## config.mk

```make
export PLATFORM = sky130hd
export DESIGN_NAME = run_ctrl
export DESIGN_NICKNAME = d
export VERILOG_FILES = /design/src/rtl/run_ctrl.sv
export SDC_FILE = /design/constraint.sdc
export NUM_CORES = 1
export LEC_CHECK = 0
export ABC_AREA = 0
export BUFFER_PORTS_ARGS = -buffer_cell sky130_fd_sc_hd__buf_2
export CORE_UTILIZATION = 40
export CTS_CLUSTER_DIAMETER = 200
export DETAILED_ROUTE_END_ITERATION = 12
export PLACE_DENSITY = 0.66
export SLEW_MARGIN = 30
export SYNTH_ARGS = -nofsm -noshare
export SYNTH_HDL_FRONTEND = slang
export SYNTH_SLANG_ARGS = --single-unit
```

## constraint.sdc

```tcl
create_clock -name Clk -period 2.4 [get_ports Clk]
set_clock_uncertainty 0.05 [all_clocks]
set_input_delay 0.12 -clock Clk [delete_from_list [all_inputs] [get_ports Clk]]
set_output_delay 0.12 -clock Clk [all_outputs]
set_load 0.005 [all_outputs]
```

## src/rtl/run_ctrl.sv

```systemverilog
// run_ctrl: run-control responder for the CPU Start/Ack launch handshake.
//
// Holds the PC in init while Start is high, releases execution when Start
// falls, counts RUN cycles and raises Ack once the decoder flags a halt.
//
// Ports:
//   Clk      in   system clock, rising edge
//   Reset    in   asynchronous reset, active low
//   Start    in   launch request (high = load/hold, falling = begin program)
//   Halt     in   decoder flag: current instruction is the halt opcode
//   Ack      out  program run complete (registered)
//   PcInit   out  force PC to its start address
//   PcEn     out  enable PC advance / architectural writes
//   Busy     out  high while in RUN
//   CycleCt  out  RUN cycles of the current or last program (saturating)
//   Timeout  out  watchdog fired (0 unless RUN_WATCHDOG_EN is defined)
//
// Build option: define RUN_WATCHDOG_EN to end a run after MAX_CYCLES RUN
// cycles without a halt; Timeout flags that case.
module run_ctrl #(
  parameter int unsigned CW         = 16,
  parameter int unsigned MAX_CYCLES = 32'hFFF0
) (
  input  logic          Clk,
  input  logic          Reset,
  input  logic          Start,
  input  logic          Halt,
  output logic          Ack,
  output logic          PcInit,
  output logic          PcEn,
  output logic          Busy,
  output logic [CW-1:0] CycleCt,
  output logic          Timeout
);

  typedef enum logic [1:0] {
    IDLE  = 2'b00,
    ARMED = 2'b01,
    RUN   = 2'b10,
    DONE  = 2'b11
  } state_t;

  state_t        state_q, state_d;
  logic          ack_q;
  logic [CW-1:0] cnt_q;
  logic          wd_hit;   // watchdog limit reached this RUN cycle
  logic          wd_fire;  // RUN -> DONE caused by the watchdog

`ifdef RUN_WATCHDOG_EN
  localparam logic [CW-1:0] WD_LAST = CW'(MAX_CYCLES - 1);
  assign wd_hit = (cnt_q == WD_LAST);
`else
  assign wd_hit = 1'b0;
`endif

  always_comb begin
    state_d = state_q;
    PcInit  = 1'b1;
    PcEn    = 1'b0;
    Busy    = 1'b0;
    wd_fire = 1'b0;
    case (state_q)
      IDLE:  if (Start) state_d = ARMED;
      ARMED: if (!Start) state_d = RUN;
      RUN: begin
        PcInit = 1'b0;
        Busy   = 1'b1;
        // the halt instruction itself must not advance the PC
        PcEn   = ~Halt;
        // abort beats halt, halt beats watchdog
        if (Start)       state_d = ARMED;
        else if (Halt)   state_d = DONE;
        else if (wd_hit) begin
          state_d = DONE;
          wd_fire = 1'b1;
        end
      end
      DONE: begin
        PcInit = 1'b0;
        if (Start) state_d = ARMED;
      end
      default: state_d = IDLE;
    endcase
  end

  always_ff @(posedge Clk or negedge Reset) begin
    if (!Reset) begin
      state_q <= IDLE;
      ack_q   <= 1'b0;
      cnt_q   <= '0;
    end else begin
      state_q <= state_d;
      // Ack is the DONE decode, registered alongside the state
      ack_q   <= (state_d == DONE);
      if (state_q == ARMED)
        cnt_q <= '0;
      else if (state_q == RUN && cnt_q != '1)
        cnt_q <= cnt_q + 1'b1;
    end
  end

`ifdef RUN_WATCHDOG_EN
  logic to_q;
  always_ff @(posedge Clk or negedge Reset) begin
    if (!Reset)               to_q <= 1'b0;
    else if (state_q == ARMED) to_q <= 1'b0;
    else if (wd_fire)          to_q <= 1'b1;
  end
  assign Timeout = to_q;
`else
  logic unused_wd;
  assign unused_wd = wd_hit ^ wd_fire;
  assign Timeout   = 1'b0;
`endif

  assign Ack     = ack_q;
  assign CycleCt = cnt_q;

endmodule

```

==> results by group, run 1 <==
Placement
  • Worst slack, placed: 413 ps
  • I/O Buffers: 23
  • RePlAce Congestion: 0.771
  • HPWL Detailed: 1840 microns

Cells and area
  • Fillers: 282
  • Final net count: 168
  • Layout Utilization: 0.500
  • Layout cells sized above 1: 0.264
  • Area of the multi-input gates: 672 sq um
  • Syn-to-layout area delta: 16.6%
  • Sequential Area: 475 sq um
  • N_diodes: 0

Detailed routing
  • Initial drt markers: 35
  • Drt pass-1 iters: 4
  • Met2 wire len: 1160 microns
  • Highest routed layer: met4
  • Total wire length: 2560 microns
  • Routed wl met3: 110 microns
  • Residual DRC: 0
  • Vias/cell: 5.54
  • Wire length on met1: 1250 microns
  • Routed wire per std cell: 13.4 microns
  • Via count: 1052
  • Antenna-violating nets left: 0

Job
  • Max Cap Viol: 0

Synth
  • Synth area leader: dfrtp_1
  • Seq cells post-synth: 19
  • Syn_nets: 141
  • Async SR Flop Fraction: 1.00
  • Post-synth top flop: dfrtp_1
  • Share of the synthesized area in the top cell type: 0.399
  • Sequential fraction of the synthesis area: 0.399
  • Commonest cells post-synth: dfrtp_1, nor2_1, a21oi_1
  • EDFF count, synth: 0
  • Avg Cell Area, Syn: 8.97 sq um
  • Post-Synthesis Cells: 133
  • Synth cell types: 33
  • Cell with the most instances after synthesis: dfrtp_1
  • Yosys warns: 0
  • Synth area leaders: dfrtp_1, mux2_2, nor2_1
  • Post-synthesis cell area: 0.00119 sq mm

Timing
  • Max-slew violation count: 0
  • Fin crit share: 0.836
  • Worst slew pin tran: 507 ps
  • Setup ws final: 394 ps
  • Fmax: 498 MHz
  • Setup total negative slack: 0 ps
  • Min Tclk post-route: 2010 ps
  • Unrepaired setup endpoints after global routing: false
  • Final-report hold violation count: 0
  • Worst hold slack: 155 ps
  • Max-slew headroom: 0.660
  • Endpoints failing setup: 0

Global route
  • Vias in the first global route: 985
  • Grt total ovfl: 0
  • First-pass GRT wire length: 4370 microns
  • Pin count of the biggest net entering global routing: 20
  • Overall Global Routing Usage: 0.177
  • Initial antenna violation count: 0

Power
  • Clock Power Share: 0.177
  • Internal power: 0.000595 W
  • P_leak: 0.659 nW
  • Sequential share of power: 0.421
  • Switching Fraction: 0.382
  • Maximum vdd drop: 0.522 mV
  • Power Density: 693 mW/mm^2
  • Psw: 0.000369 W
  • Final Power: 0.000964 W
  • Gate power share: 0.402

Min path
  • Hold Path End: state_q[1]
  • Hold Startpoint: Halt
  • Hold path cells: 3
  • Hold crit path type: in2reg

Worst setup path
  • RR Startpoint: state_q[0]
  • CP Capture Type: flip-flop
  • Slowest-stage cell, CP: or4_4
  • Maximum fanout along the worst path: 6
  • Critical-path cell list: inv_1 -> ha_1 -> nand4_1 -> or4_4 -> a21oi_1 -> mux2_2
  • FF-to-FF setup slack: 390 ps
  • R2r endpoint: CycleCt[13]
  • Worst r2r path cells: 6
  • CP startpoint kind: flip-flop
  • Crit path required time: 2550 ps
  • CP max stage delay: 530 ps
  • Critical path class: reg2reg
  • Crit path DAT: 2160 ps

Clock tree
  • Worst-skew pair later-pin latency: 310 ps
  • Root buffer cell: clkbuf_4
  • Post-CTS Resized: 0
  • CTS clk-pin slew, worst paths: 120 ps
  • Longest Clk Path Bufs: 2
  • H-tree depth: 1
  • CTS tree: done
  • # clock sinks: 19
  • TritonCTS Buffers: 3

Run status
  • Status: complete, no violations

Floorplan
  • IO Count: 25
  • Core ar.: 0.00278 sq mm
  • Die Wd: 56.6 microns
  • Die Height: 56.6 microns
  • # rows: 19
  • Initial Util: 0.429
  • DIE AREA: 0.00320 sq mm
## worst max path at each step
stage	from	endpoint	slack, ps	cells after the start
floorplan	state_q[0]	CycleCt[13]	470	6
global placement	state_q[0]	CycleCt[13]	450	6
detailed placement	state_q[0]	CycleCt[13]	410	6
CTS	state_q[0]	CycleCt[13]	390	6
global route	state_q[0]	CycleCt[13]	250	6
finish	state_q[0]	CycleCt[13]	390	6
## flip-flops by register name, indices dropped and copies added (netlist names)
name / count
state_q: 2
CycleCt: 16
Ack: 1
## logic make-up after synthesis
| group | Yosys count | synth area share |
|---|---|---|
| AND/OR/NAND/NOR | 63 | 0.297 |
| buffers and inverters | 11 | 0.0378 |
| other | 1 | 0.00314 |
| flip-flops | 19 | 0.399 |
| adder cells (fa/ha/maj) | 4 | 0.0420 |
| AO/OA/AOI/OAI | 25 | 0.128 |
| multiplexers | 10 | 0.0934 |
## layout make-up
cell class | count | area share
clock inverters | 1 | 0.00360
clock buffers | 3 | 0.0162
multi-input cells | 103 | 0.483
repair buffers | 28 | 0.113
flip-flops and latches | 19 | 0.342
well taps | 31 | 0.0279
inverters | 5 | 0.0135
## worst max-delay path: cells and delay by family, from the launching register on
kind	cells	cell delay [ps]
flops	1	460
buf+inv	1	90
mux	1	340
simple gates	2	680
compound gates	1	140
fa+ha+maj	1	160
## power by group through the flow
stage	Clock, W	Sequential (W)	Combinational [W]
final	0.000170	0.000406	0.000387
after global placement	0	0.000406	0.000374
after CTS	0.000175	0.000406	0.000393
after floorplan	0	0.000404	0.000276
after global routing	0.000185	0.000411	0.000440
after detailed placement	0	0.000412	0.000389
## cell usage in the layout, fill, tap and decap left out, drive strengths merged
cell type     n
mux2          9
nor3          3
dlygate4sd3   2
inv           5
nor2         18
o22ai         1
nand3         9
o22a          1
dfrtp        19
a21boi        1
or2           1
conb          1
clkinv        1
nor3b         1
nand2b        2
and3          1
nand4         4
nor4          2
clkbuf        3
nor2b        10
a21oi        11
o21ai         3
o21bai        1
mux2i         1
ha            4
or3           3
buf          26
and4          2
a22oi         1
nand2         5
or4           2
a211oi        6
## timing repair
| item | in CTS | in global routing |
|---|---|---|
| endpoints found under the hold margin | 20 | 0 |
| setup buffers | 0 | 0 |
| hold buffers | 2 | 0 |
## per-layer routing
layer	up-vias	GRT usage
li1	526	-
met1	497	0.221
met2	25	0.291
met3	4	0.0507
met4	0	0.0627
met5	-	0
## through the flow
step / cell area [sq um] / cells
finish: 1390 / 190
detailed placement: 1340 / 184
CTS: 1390 / 190
floorplan: 1190 / 133
global placement: 1340 / 184
global route: 1390 / 190
Power figures use the tool's default switching activity.
==> inputs of run 2 (changes only) <==
==> constraint.sdc (replaced) <==
create_clock -name Clk -period 2.1 [get_ports Clk]
set_clock_uncertainty 0.05 [all_clocks]
set_input_delay 0.105 -clock Clk [delete_from_list [all_inputs] [get_ports Clk]]
set_output_delay 0.105 -clock Clk [all_outputs]
set_load 0.005 [all_outputs]
==> run 2 against run 1 <==
  * Sequential power grew 12%
  * Via count grew 3.2%
  * Global-route usage grew 0.42 points
  * Worst hold slack got worse by 11 ps
  * Routed wire length up 4.8%
  * Total power is 19% higher
==> results by group, run 2 (synthesis gave the netlist of run 1 again) <==
Run status
  • Status: complete, no violations

Detailed routing
  • Met2 wire len: 1300 microns (+12%)
  • Routed wl met3: 115 microns (+4.5%)
  • Via count: 1086 (+3.2%)
  • Routed wire per std cell: 13.8 microns (+2.7%)
  • Highest routed layer: met4
  • Wire length on met1: 1230 microns (-1.5%)
  • Residual DRC: 0 (unchanged)
  • Total wire length: 2680 microns (+4.8%)
  • Drt pass-1 iters: 4 (unchanged)
  • Initial drt markers: 29 (-17%)
  • Vias/cell: 5.60 (+1.1%)
  • Antenna-violating nets left: 0 (unchanged)

Timing
  • Setup ws final: 169 ps (-225 ps)
  • Unrepaired setup endpoints after global routing: false
  • Fmax: 518 MHz (+3.9%)
  • Final-report hold violation count: 0 (unchanged)
  • Setup total negative slack: 0 ps (unchanged)
  • Endpoints failing setup: 0 (unchanged)
  • Fin crit share: 0.919 (+0.0835)
  • Max-slew violation count: 0 (unchanged)
  • Worst hold slack: 144 ps (-10.7 ps)
  • Min Tclk post-route: 1930 ps (-75.3 ps)

Placement
  • RePlAce Congestion: 0.806 (+4.5%)
  • Worst slack, placed: 162 ps (-252 ps)
  • HPWL Detailed: 1970 microns (+7.0%)
  • I/O Buffers: 23 (unchanged)
  • Placement Cell Area: 0.00137 sq mm (+2.2%)

Power
  • Psw: 0.000435 W (+18%)
  • Final Power: 0.00114 W (+19%)
  • Switching Fraction: 0.381 (-0.00150)
  • Maximum vdd drop: 0.573 mV (+9.8%)
  • Power Density: 804 mW/mm^2 (+16%)
  • Clock Power Share: 0.172 (-0.005)
  • Gate power share: 0.431 (+0.029)
  • P_leak: 0.679 nW (+3.0%)
  • Sequential share of power: 0.397 (-0.024)
  • Internal power: 0.000708 W (+19%)

Global route
  • Overall Global Routing Usage: 0.181 (+0.00425)
  • Pin count of the biggest net entering global routing: 20 (unchanged)
  • Initial antenna violation count: 0 (unchanged)
  • Grt total ovfl: 0 (unchanged)
  • First-pass GRT wire length: 4570 microns (+4.7%)
  • Vias in the first global route: 1020 (+3.6%)

Cells and area
  • Syn-to-layout area delta: 19.2%
  • Commonest non-fill, non-tap cell in the layout: buf_2
  • Final net count: 172 (+2.4%)
  • Layout cells sized above 1: 0.288 (+0.0242)
  • Most frequent cells in the layout: buf_2, dfrtp_1, nor2_1
  • N_diodes: 0 (unchanged)
  • Fin area: 0.00142 sq mm (+2.3%)
  • Max reg flops: 16 (unchanged)

Worst setup path
  • Crit path required time: 2250 ps (-300 ps)
  • Crit path from: state_q[0]
  • Maximum fanout along the worst path: 4 (-2)
  • Critical path class: reg2reg
  • Slowest-stage cell, CP: or4_4
  • CP max stage delay: 530 ps (about the same)
  • CP Capture Type: flip-flop
  • Critical-path cell list: inv_1 -> ha_1 -> nand4_1 -> or4_4 -> a21oi_1 -> mux2_2
  • CP startpoint kind: flip-flop
  • Crit path DAT: 2080 ps (-80 ps)
  • RR Startpoint: state_q[0]

Min path
  • Hold Startpoint: Halt
  • Hold crit path type: in2reg

Floorplan
  • Initial Util: 0.429 (unchanged)
  • # rows: 19 (unchanged)
  • IO Count: 25 (unchanged)
  • Die Height: 56.6 microns (unchanged)
  • Core ar.: 0.00278 sq mm (unchanged)
  • Die Wd: 56.6 microns (unchanged)
  • DIE AREA: 0.00320 sq mm (unchanged)

Job
  • Max Cap Viol: 0 (unchanged)

Clock tree
  • CTS clk-pin slew, worst paths: 110 ps (about the same)
  • CTS tree: done
  • H-tree depth: 1 (unchanged)
  • Root buffer cell: clkbuf_4
  • # clock sinks: 19 (unchanged)
  • Setup bufs post-CTS: 0 (unchanged)
  • Longest Clk Path Bufs: 2 (unchanged)
  • TritonCTS Buffers: 3 (unchanged)
  • Worst-skew pair later-pin latency: 310 ps (about the same)
## run 2: cell count changes in the layout (fill, tap and decap cells not counted), sizes merged
cell  delta
buf      +4
## run 2: final timing paths
path                          endpoint  slack (ps)  depth (start not counted)
max                        CycleCt[13]         170                          6
min in group asynchronous  CycleCt[12]         210                          2
max reg2reg                CycleCt[13]         170                          6
max in group asynchronous   state_q[1]        1440                          2
min reg2reg                CycleCt[12]         540                          2
min                         state_q[1]         140                          3
## run 2: final cells by class
type,count,area [sq um]
fill,266,1360
multi-input combinational,103,672
sequential,19,477
timing repair buffer,32,188
tap,31,38.8
clock buffer,3,22.5
inverter,5,18.8
clock inverter,1,5.00
## run 2: worst max-delay path, delay by kind of cell, from the launching register on
family	cells	cell delay (ps)
compound gates	1	140
fa+ha+maj	1	150
buf+inv	1	60
flops	1	390
mux	1	340
simple gates	2	690
## run 2: metrics by stage
| stage | util | std cells |
|---|---|---|
| 4_1_cts | 0.511 | 194 |
| 2_1_floorplan | - | 133 |
| 3_3_place_gp | 0.493 | 188 |
| 6_report | 0.511 | 194 |
| 3_5_place_dp | 0.493 | 188 |
| 5_1_grt | 0.511 | 194 |
## run 2: metal layers
layer | GRT usage | vias up
met1 | 0.233 | 513
li1 | - | 534
met5 | 0 | -
met3 | 0.0300 | 4
met2 | 0.309 | 35
met4 | 0.0592 | 0
## run 2: repair_timing
action,in CTS,in global routing
gates resized for setup,0,1
hold buffers,2,0
endpoints found under the setup margin,0,1
endpoints found under the hold margin,20,0
## run 2: power by group through the flow
| stage | Sequential [W] | Combinational [W] | Clock, W |
|---|---|---|---|
| 6_report | 0.000454 | 0.000493 | 0.000196 |
| 3_3_place_gp | 0.000454 | 0.000470 | 0 |
| 5_1_grt | 0.000460 | 0.000564 | 0.000217 |
| 3_5_place_dp | 0.000460 | 0.000496 | 0 |
| 4_1_cts | 0.000453 | 0.000501 | 0.000202 |
| 2_1_floorplan | 0.000462 | 0.000315 | 0 |
